===== src/rtl/tdm_demux_4ch_pkg.sv =====
// rtl/tdm_demux_4ch_pkg.sv - shared framing constants and FSM state type for the TDM mux/demux pair
package tdm_demux_4ch_pkg;

  localparam int NUM_SLOTS = 4;
  localparam int SLOT_W    = 2;

  typedef enum logic {
    ST_IDLE = 1'b0,
    ST_RUN  = 1'b1
  } state_t;

  localparam logic [SLOT_W-1:0] LAST_SLOT = SLOT_W'(NUM_SLOTS - 1);

endpackage


===== src/rtl/tdm_demux_4ch_if.sv =====
// rtl/tdm_demux_4ch_if.sv - TDM slot stream in, rebuilt parallel channels and status out
interface tdm_demux_4ch_if
  import tdm_demux_4ch_pkg::*;
#(
  parameter int WIDTH = 1
);
  logic [WIDTH-1:0]  din;
  logic              din_valid;
  logic              frame_start;
  logic [WIDTH-1:0]  a;
  logic [WIDTH-1:0]  b;
  logic [WIDTH-1:0]  c;
  logic [WIDTH-1:0]  d;
  logic              frame_valid;
  logic [SLOT_W-1:0] slot;
  logic              sync_err;

  modport master (
    output din, din_valid, frame_start,
    input  a, b, c, d, frame_valid, slot, sync_err
  );

  modport slave (
    input  din, din_valid, frame_start,
    output a, b, c, d, frame_valid, slot, sync_err
  );
endinterface


===== src/rtl/tdm_slot_ctr.sv =====
// rtl/tdm_slot_ctr.sv - wrapping slot counter with clear and load-to-1, shared by mux and demux
module tdm_slot_ctr
  import tdm_demux_4ch_pkg::*;
(
  input  logic              clk,
  input  logic              rst,
  input  logic              clear,
  input  logic              load1,
  input  logic              inc,
  output logic [SLOT_W-1:0] cnt
);

  // clear wins over load, load wins over increment; increment wraps naturally
  always_ff @(posedge clk or posedge rst) begin
    if (rst) begin
      cnt <= '0;
    end else if (clear) begin
      cnt <= '0;
    end else if (load1) begin
      cnt <= SLOT_W'(1);
    end else if (inc) begin
      cnt <= cnt + 1'b1;
    end
  end

endmodule


===== src/rtl/tdm_demux_4ch.sv =====
// rtl/tdm_demux_4ch.sv - rebuilds four parallel channels from a 4-slot TDM stream
module tdm_demux_4ch
  import tdm_demux_4ch_pkg::*;
#(
  parameter int WIDTH = 1
) (
  input  logic           clk,
  input  logic           rst,
  tdm_demux_4ch_if.slave bus
);

  state_t            state;
  state_t            state_nxt;
  logic [SLOT_W-1:0] slot_cnt;
  logic              ctr_clear;
  logic              ctr_load1;
  logic              ctr_inc;
  logic [WIDTH-1:0]  shadow [0:2];
  logic [2:0]        shadow_we;
  logic              out_we;
  logic              fv_nxt;
  logic              se_nxt;

  tdm_slot_ctr u_slot_ctr (
    .clk   (clk),
    .rst   (rst),
    .clear (ctr_clear),
    .load1 (ctr_load1),
    .inc   (ctr_inc),
    .cnt   (slot_cnt)
  );

  assign bus.slot = slot_cnt;

  always_ff @(posedge clk or posedge rst) begin
    if (rst) begin
      state <= ST_IDLE;
    end else begin
      state <= state_nxt;
    end
  end

  always_comb begin
    state_nxt = state;
    ctr_clear = 1'b0;
    ctr_load1 = 1'b0;
    ctr_inc   = 1'b0;
    shadow_we = 3'b000;
    out_we    = 1'b0;
    fv_nxt    = 1'b0;
    se_nxt    = 1'b0;
    if (bus.din_valid) begin
      unique case (state)
        ST_IDLE: begin
          if (bus.frame_start) begin
            shadow_we[0] = 1'b1;
            ctr_load1    = 1'b1;
            state_nxt    = ST_RUN;
          end
        end
        ST_RUN: begin
          if (bus.frame_start) begin
            // a frame_start anywhere but slot 0 abandons the partial frame
            se_nxt       = (slot_cnt != '0);
            shadow_we[0] = 1'b1;
            ctr_load1    = 1'b1;
          end else if (slot_cnt == '0) begin
            se_nxt    = 1'b1;
            ctr_clear = 1'b1;
            state_nxt = ST_IDLE;
          end else if (slot_cnt == LAST_SLOT) begin
            out_we  = 1'b1;
            fv_nxt  = 1'b1;
            ctr_inc = 1'b1;
          end else begin
            shadow_we[1] = (slot_cnt == SLOT_W'(1));
            shadow_we[2] = (slot_cnt == SLOT_W'(2));
            ctr_inc      = 1'b1;
          end
        end
        default: begin
          state_nxt = ST_IDLE;
        end
      endcase
    end
  end

  always_ff @(posedge clk or posedge rst) begin
    if (rst) begin
      for (int i = 0; i < 3; i++) begin
        shadow[i] <= '0;
      end
    end else begin
      for (int i = 0; i < 3; i++) begin
        if (shadow_we[i]) begin
          shadow[i] <= bus.din;
        end
      end
    end
  end

  // slot 3 bypasses the shadows so all four channels land in one cycle
  always_ff @(posedge clk or posedge rst) begin
    if (rst) begin
      bus.a           <= '0;
      bus.b           <= '0;
      bus.c           <= '0;
      bus.d           <= '0;
      bus.frame_valid <= 1'b0;
      bus.sync_err    <= 1'b0;
    end else begin
      if (out_we) begin
        bus.a <= shadow[0];
        bus.b <= shadow[1];
        bus.c <= shadow[2];
        bus.d <= bus.din;
      end
      bus.frame_valid <= fv_nxt;
      bus.sync_err    <= se_nxt;
    end
  end

endmodule

===== src/flat_wrapper.sv =====
// flat-port wrapper written by rule: the top's interface ports become plain ports
module tdm_demux_4ch_flat import tdm_demux_4ch_pkg::*;
#(
  parameter int WIDTH = 1
)
  (clk, rst, bus_din, bus_din_valid, bus_frame_start, bus_a, bus_b, bus_c, bus_d, bus_frame_valid, bus_slot, bus_sync_err);
  tdm_demux_4ch_if #(.WIDTH(WIDTH)) bus_i ();
  input  logic clk;
  input  logic rst;
  input wire logic [$bits(bus_i.din)-1:0] bus_din;
  input wire logic [$bits(bus_i.din_valid)-1:0] bus_din_valid;
  input wire logic [$bits(bus_i.frame_start)-1:0] bus_frame_start;
  output wire logic [$bits(bus_i.a)-1:0] bus_a;
  output wire logic [$bits(bus_i.b)-1:0] bus_b;
  output wire logic [$bits(bus_i.c)-1:0] bus_c;
  output wire logic [$bits(bus_i.d)-1:0] bus_d;
  output wire logic [$bits(bus_i.frame_valid)-1:0] bus_frame_valid;
  output wire logic [$bits(bus_i.slot)-1:0] bus_slot;
  output wire logic [$bits(bus_i.sync_err)-1:0] bus_sync_err;
  assign bus_i.din = bus_din;
  assign bus_i.din_valid = bus_din_valid;
  assign bus_i.frame_start = bus_frame_start;
  assign bus_a = bus_i.a;
  assign bus_b = bus_i.b;
  assign bus_c = bus_i.c;
  assign bus_d = bus_i.d;
  assign bus_frame_valid = bus_i.frame_valid;
  assign bus_slot = bus_i.slot;
  assign bus_sync_err = bus_i.sync_err;
  tdm_demux_4ch #(.WIDTH(WIDTH)) u_core (.clk(clk), .rst(rst), .bus(bus_i));
endmodule

===== config.mk =====
export PLATFORM = sky130hd
export DESIGN_NAME = tdm_demux_4ch_flat
export DESIGN_NICKNAME = d
export VERILOG_FILES = /design/src/rtl/tdm_demux_4ch_pkg.sv /design/src/rtl/tdm_demux_4ch_if.sv /design/src/rtl/tdm_slot_ctr.sv /design/src/rtl/tdm_demux_4ch.sv /design/src/flat_wrapper.sv
export SDC_FILE = /design/constraint.sdc
export NUM_CORES = 1
export LEC_CHECK = 0
export CAP_MARGIN = 15
export CORE_AREA = 2 2 39 41
export CTS_CLUSTER_SIZE = 25
export DETAILED_ROUTE_END_ITERATION = 12
export DIE_AREA = 0 0 41 43
export GPL_ROUTABILITY_DRIVEN = 0
export PLACE_DENSITY = 0.69
export SLEW_MARGIN = 20
export SYNTH_ARGS = -nofsm -noshare
export SYNTH_HDL_FRONTEND = slang
export SYNTH_HIERARCHICAL = 1
export SYNTH_SLANG_ARGS = --single-unit

===== constraint.sdc =====
create_clock -name clk -period 1.7 [get_ports clk]
set_input_delay 0.34 -clock clk [delete_from_list [all_inputs] [get_ports clk]]
set_output_delay 0.34 -clock clk [all_outputs]
set_load 0.1 [all_outputs]

==> results.yml, run 1 <==
cts:
  clk_pin_slew_ps: 80
  clockBufferDepth: 2
  cts_sinks: 12
  cts-buffers-inserted: 3
  cts_setup_buffers: 0
  postCtsResizedCells: 0
  tritoncts: "yes"
  htreeDepth: 1
  worstSkewPairLatency_ps: 270
  cts_hold_buf: 0
  cts_root_buf: "clkbuf_4"
worst_setup_path:
  cp.arrival_ps: 1740
  worstSetupPathType: "reg2reg"
  crit_required_ps: 1890
  cp_max_fo: 6
  crit_path_end_kind: "register"
  start_kind: "register"
synth:
  synth_compound_area_frac: 0.0494
  syn_area_um2: 557
  synth.distinct_cells: 19
  ys_warn_count: 6
  yosysTopAreaCell: "dfrtp_1"
  synthXorXnorAreaFrac: 0.0157
  synth_most_common_cell: "dfrtp_1"
  ys_ff_latch: 12
  syn-num-nets: 51
  ys_top_cells_by_count: "dfrtp_1 (12), inv_1 (6), mux2_2 (5)"
  synth-edff-count: 0
  muxShareOfSynthArea: 0.142
  synthTopCellsByArea: "dfrtp_1 (54%), mux2_2 (10%), ha_1 (4.5%), inv_1 (4.0%), mux2_1 (4.0%)"
  synth_top_area_share: 0.539
  synth_top_family_by_area: "simple AND/OR/NAND/NOR gates"
  synth_fa_ha_area_frac: 0.0449
  synthArstFlopShare: 1.00
  synth-simple-area-share: 0.169
  ys_seq_area_frac: 0.539
  ys.flop_type: "dfrtp_1"
  avgSynthCellArea_um2: 12.7
  synthCells: 44
timing:
  min_period_ps: 1550
  period_share: 0.911
  tightest_slew_ps: 383
  drv_slew: 0
  max_freq_mhz: 646
  hold_viol: 0
  skew_ps: 6.61
  slew_headroom: 0.744
  setup_violations: 0
  rsz0062_at_grt: "false"
grt:
  grt_pass1_wl_um: 1660
  grt_pass1_vias: 394
  grt_overflow: 0
  grt_antenna_before_repair: 0
  grt_max_degree: 11
  grt_usage: 0.147
placed_design:
  numPortBuffers: 12
  dp_hpwl_um: 756
  dp_cells: 77
die:
  initial_core_util: 0.402
  std_cell_rows: 14
  die_w_um: 41
  io_pins: 13
  core_um2: 1380
  fp.dieH_um: 43
  die_area_um2: 1760
route:
  wl_per_cell_um: 11.9
  totalWireLength_um: 961
  post-route-drc-count: 0
  ant_nets: 0
  first_iter_violations: 4
  vias: 385
  firstDrtPassIters: 3
  vias_per_cell: 4.75
final_layout:
  nNetsFinal: 73
  drive_gt1_frac: 0.462
  antenna_cells: 0
  stdcell_count: 81
  area_growth_pct: 55.5
min_path:
  hold_path_class: "in2async"
run:
  maxCapViolCount: 0
outcome:
  status: "finished, final reports clean"
## state kept, by name, indices dropped and copies added (netlist names)
signal and cells:
u_core/bus.b 1, u_core/state 1, u_core/u_slot_ctr/cnt 2, u_core/bus.a 1
u_core/bus.c 1, u_core/shadow 3, u_core/bus.sync_err 1, u_core/bus.d 1
u_core/bus.frame_valid 1
## logic make-up (layout without fill, tap and decap cells)
family | count (synthesis) | in the layout
muxes | 7 | 7
DFF | 12 | 12
xor gates and xnor gates | 1 | 1
buffers and inverters | 6 | 27
AOI/OAI and AO/OA | 3 | 3
and+or+nand+nor | 13 | 13
adders and majority gates | 2 | 2
## placed cells by master, fill, tap and decap left out
cell type	Yosys	final
nor2_1	2	2
mux2_1	2	2
nand4_2	1	1
and3_4	0	1
nand3b_1	1	1
inv_1	6	6
and2_1	1	1
a21oi_1	1	1
clkbuf_4	0	3
dfrtp_1	12	10
nor3b_1	1	1
nor4b_2	1	1
xnor2_1	1	1
a21bo_1	1	1
mux2_2	5	5
clkbuf_8	0	1
nor2b_2	1	1
buf_4	0	5
dfrtp_4	0	2
or2_4	0	1
clkdlybuf4s50_1	0	4
and3_1	3	2
ha_1	2	2
a211oi_2	1	1
nand2_1	1	1
buf_12	0	8
## metrics by stage
step,cell area [µm²],setup TNS [ps],setup slack (ps),hold slack [ps],util
after detailed placement,830,-115,-78.6,466,0.599
after CTS,866,0,144,230,0.626
after global placement,830,-29.6,-23.0,461,0.599
final,866,0,151,238,0.626
after floorplan,572,0,21.3,81.2,-
after global routing,866,0,70.3,225,0.626
## worst paths after layout
path | from | endpoint | slack (ps) | cells past startpoint
max | u_core/u_slot_ctr/cnt[1]$_DFFE_PP0P_ | u_core/u_slot_ctr/cnt[1]$_DFFE_PP0P_ | 150 | 5
min | rst | u_core/u_slot_ctr/cnt[1]$_DFFE_PP0P_ | 240 | 2
max reg2reg | u_core/u_slot_ctr/cnt[1]$_DFFE_PP0P_ | u_core/u_slot_ctr/cnt[1]$_DFFE_PP0P_ | 150 | 5
min reg2reg | u_core/shadow[1]$_DFFE_PP0P_ | u_core/shadow[1]$_DFFE_PP0P_ | 480 | 1
max in group asynchronous | rst | u_core/bus.c$_DFFE_PP0P_ | 1060 | 2
min in group clk | u_core/shadow[1]$_DFFE_PP0P_ | u_core/shadow[1]$_DFFE_PP0P_ | 480 | 1
## layout make-up
cell class | instances | area (µm²)
multi-input cells | 26 | 241
repair buffers | 17 | 238
clock buffers | 4 | 36.3
flip-flops and latches | 12 | 308
fillers | 115 | 518
well taps | 16 | 20.0
inverters | 6 | 22.5
## worst max-delay path, cell delays in order, from the launching register on
cell	delay (ps)
dfrtp_4	520
or2_4	240
ha_1	180
and3_4	190
a21bo_1	170
a211oi_2	170
## layer usage
| layer | vias to the layer above | share of wire | track usage |
|---|---|---|---|
| li1 | 190 | - | - |
| met1 | 184 | 0.46 | 0.195 |
| met2 | 11 | 0.48 | 0.181 |
| met3 | 0 | 0.061 | 0.0576 |
| met4 | 0 | 0 | 0.120 |
| met5 | - | 0 | 0 |
Power of run 1 is not shown: default switching activity piles up to over one toggle a cycle in this logic, so the estimate is an artifact.
==> run 2, diff against run 1 <==
CAP_MARGIN = 20   (was 15)
clock period = 1.64 ns   (was 1.7 ns; I/O delays follow)
==> run 2 against run 1 <==
Register-to-register slack about the same. Non-clock buffer count unchanged. Utilization up 0.18 points. Via count down 0.78%. Fmax up 4.2%. Highest routed layer is now met4.
==> results.yml, run 2 (synthesis results as in run 1) <==
timing:
  period_share: 0.907
  slew_headroom: 0.753
  min_period_ps: 1490
  rsz0062_at_grt: "false"
  fin_tns_setup_ps: 0
  setup_violations: 0
  hold_viol: 0
  skew_ps: 3.17
  setup_slack_ps: 153
  max_freq_mhz: 672
  tightest_slew_ps: 371
  drv_slew: 0
cts:
  clk_pin_slew_ps: 80
  postCtsResizedCells: 0
  cts_setup_buffers: 0
  cts_sinks: 12
  clockBufferDepth: 2
  worstSkewPairLatency_ps: 270
  cts_root_buf: "clkbuf_4"
  tritoncts: "yes"
  htreeDepth: 1
  cts-buffers-inserted: 3
  cts_hold_buf: 0
final_layout:
  final_cell_mix: "dfrtp_1 (10), buf_12 (8), inv_1 (6)"
  final_common_cell: "dfrtp_1"
  post-route-util: 0.627
  reg_top3: "u_core/shadow x3, u_core/u_slot_ctr/cnt x2"
  drive_gt1_frac: 0.477
  nNetsFinal: 73
  antenna_cells: 0
  largest_register_ffs: 3
  area_growth_pct: 56.0
  top_register: "u_core/shadow"
  stdcell_count: 81
grt:
  grt_antenna_before_repair: 0
  grt_max_degree: 11
  grt_pass1_vias: 438
  met2_usage: 0.222
  grt_usage: 0.152
  grt_overflow: 0
  gr-max-usage-layer: "met2"
  grt_pass1_wl_um: 1770
  gr-usage-met1: 0.190
  use_met3: 0.0524
die:
  std_cell_rows: 14
  fp.dieH_um: 43
  io_pins: 13
  die_area_um2: 1760
  die_w_um: 41
  initial_core_util: 0.402
  core_um2: 1380
route:
  ant_nets: 0
  firstDrtPassIters: 1
  wl_per_cell_um: 12.3
  vias_per_cell: 4.72
  post-route-drc-count: 0
  vias: 382
  totalWireLength_um: 999
  first_iter_violations: 0
placed_design:
  dp_cells: 77
  numPortBuffers: 12
  dp_hpwl_um: 776
  preCtsSetupSlack_ps: -93.1
worst_setup_path:
  crit_path_end_kind: "register"
  start_kind: "register"
  cp_max_fo: 3
  crit_required_ps: 1830
  cp.arrival_ps: 1670
  worstSetupPathType: "reg2reg"
min_path:
  hold_path_class: "in2async"
outcome:
  status: "finished, final reports clean"
run:
  maxCapViolCount: 0
[run 2: cell counts in the layout (fill, tap and decap cells not counted)]
No cell type changed its count.
[run 2: final timing paths]
path / start / end / slack, ps / cells after the start
max: u_core/u_slot_ctr/cnt[0]$_DFFE_PP0P_ / u_core/u_slot_ctr/cnt[1]$_DFFE_PP0P_ / 150 / 5
min: rst / u_core/u_slot_ctr/cnt[0]$_DFFE_PP0P_ / 230 / 2
max reg2reg: u_core/u_slot_ctr/cnt[0]$_DFFE_PP0P_ / u_core/u_slot_ctr/cnt[1]$_DFFE_PP0P_ / 150 / 5
min reg2reg: u_core/shadow[1]$_DFFE_PP0P_ / u_core/shadow[1]$_DFFE_PP0P_ / 490 / 1
max in group asynchronous: rst / u_core/bus.b$_DFFE_PP0P_ / 1020 / 2
min in group clk: u_core/shadow[1]$_DFFE_PP0P_ / u_core/shadow[1]$_DFFE_PP0P_ / 490 / 1
[run 2: metal layers]
layer | vias up | part of all wire
met1 | 179 | 0.48
met4 | 0 | 0.010
met2 | 11 | 0.45
met3 | 2 | 0.058
li1 | 190 | -
met5 | - | 0
[run 2: area by class of cell]
class                   instances  area, µm²
inverters                       6       22.5
flip-flops and latches         12        308
fillers                       116        515
well taps                      16       20.0
clock buffers                   4       36.3
repair buffers                 17        238
multi-input cells              26        244
[run 2: metrics by stage]
| stage | hold slack [ps] | area, µm² |
|---|---|---|
| after global routing | 232 | 868 |
| after floorplan | 69.2 | 574 |
| after CTS | 232 | 868 |
| final | 229 | 868 |
| after detailed placement | 476 | 832 |
| after global placement | 465 | 832 |
[run 2: worst max-delay path, stage by stage, from the launching register on]
cell and delay, ps:
dfrtp_4 480, or2_4 260, ha_2 160, and3_4 170, a21bo_1 170, a211oi_2 170
Power of run 2 is left out for the same reason.
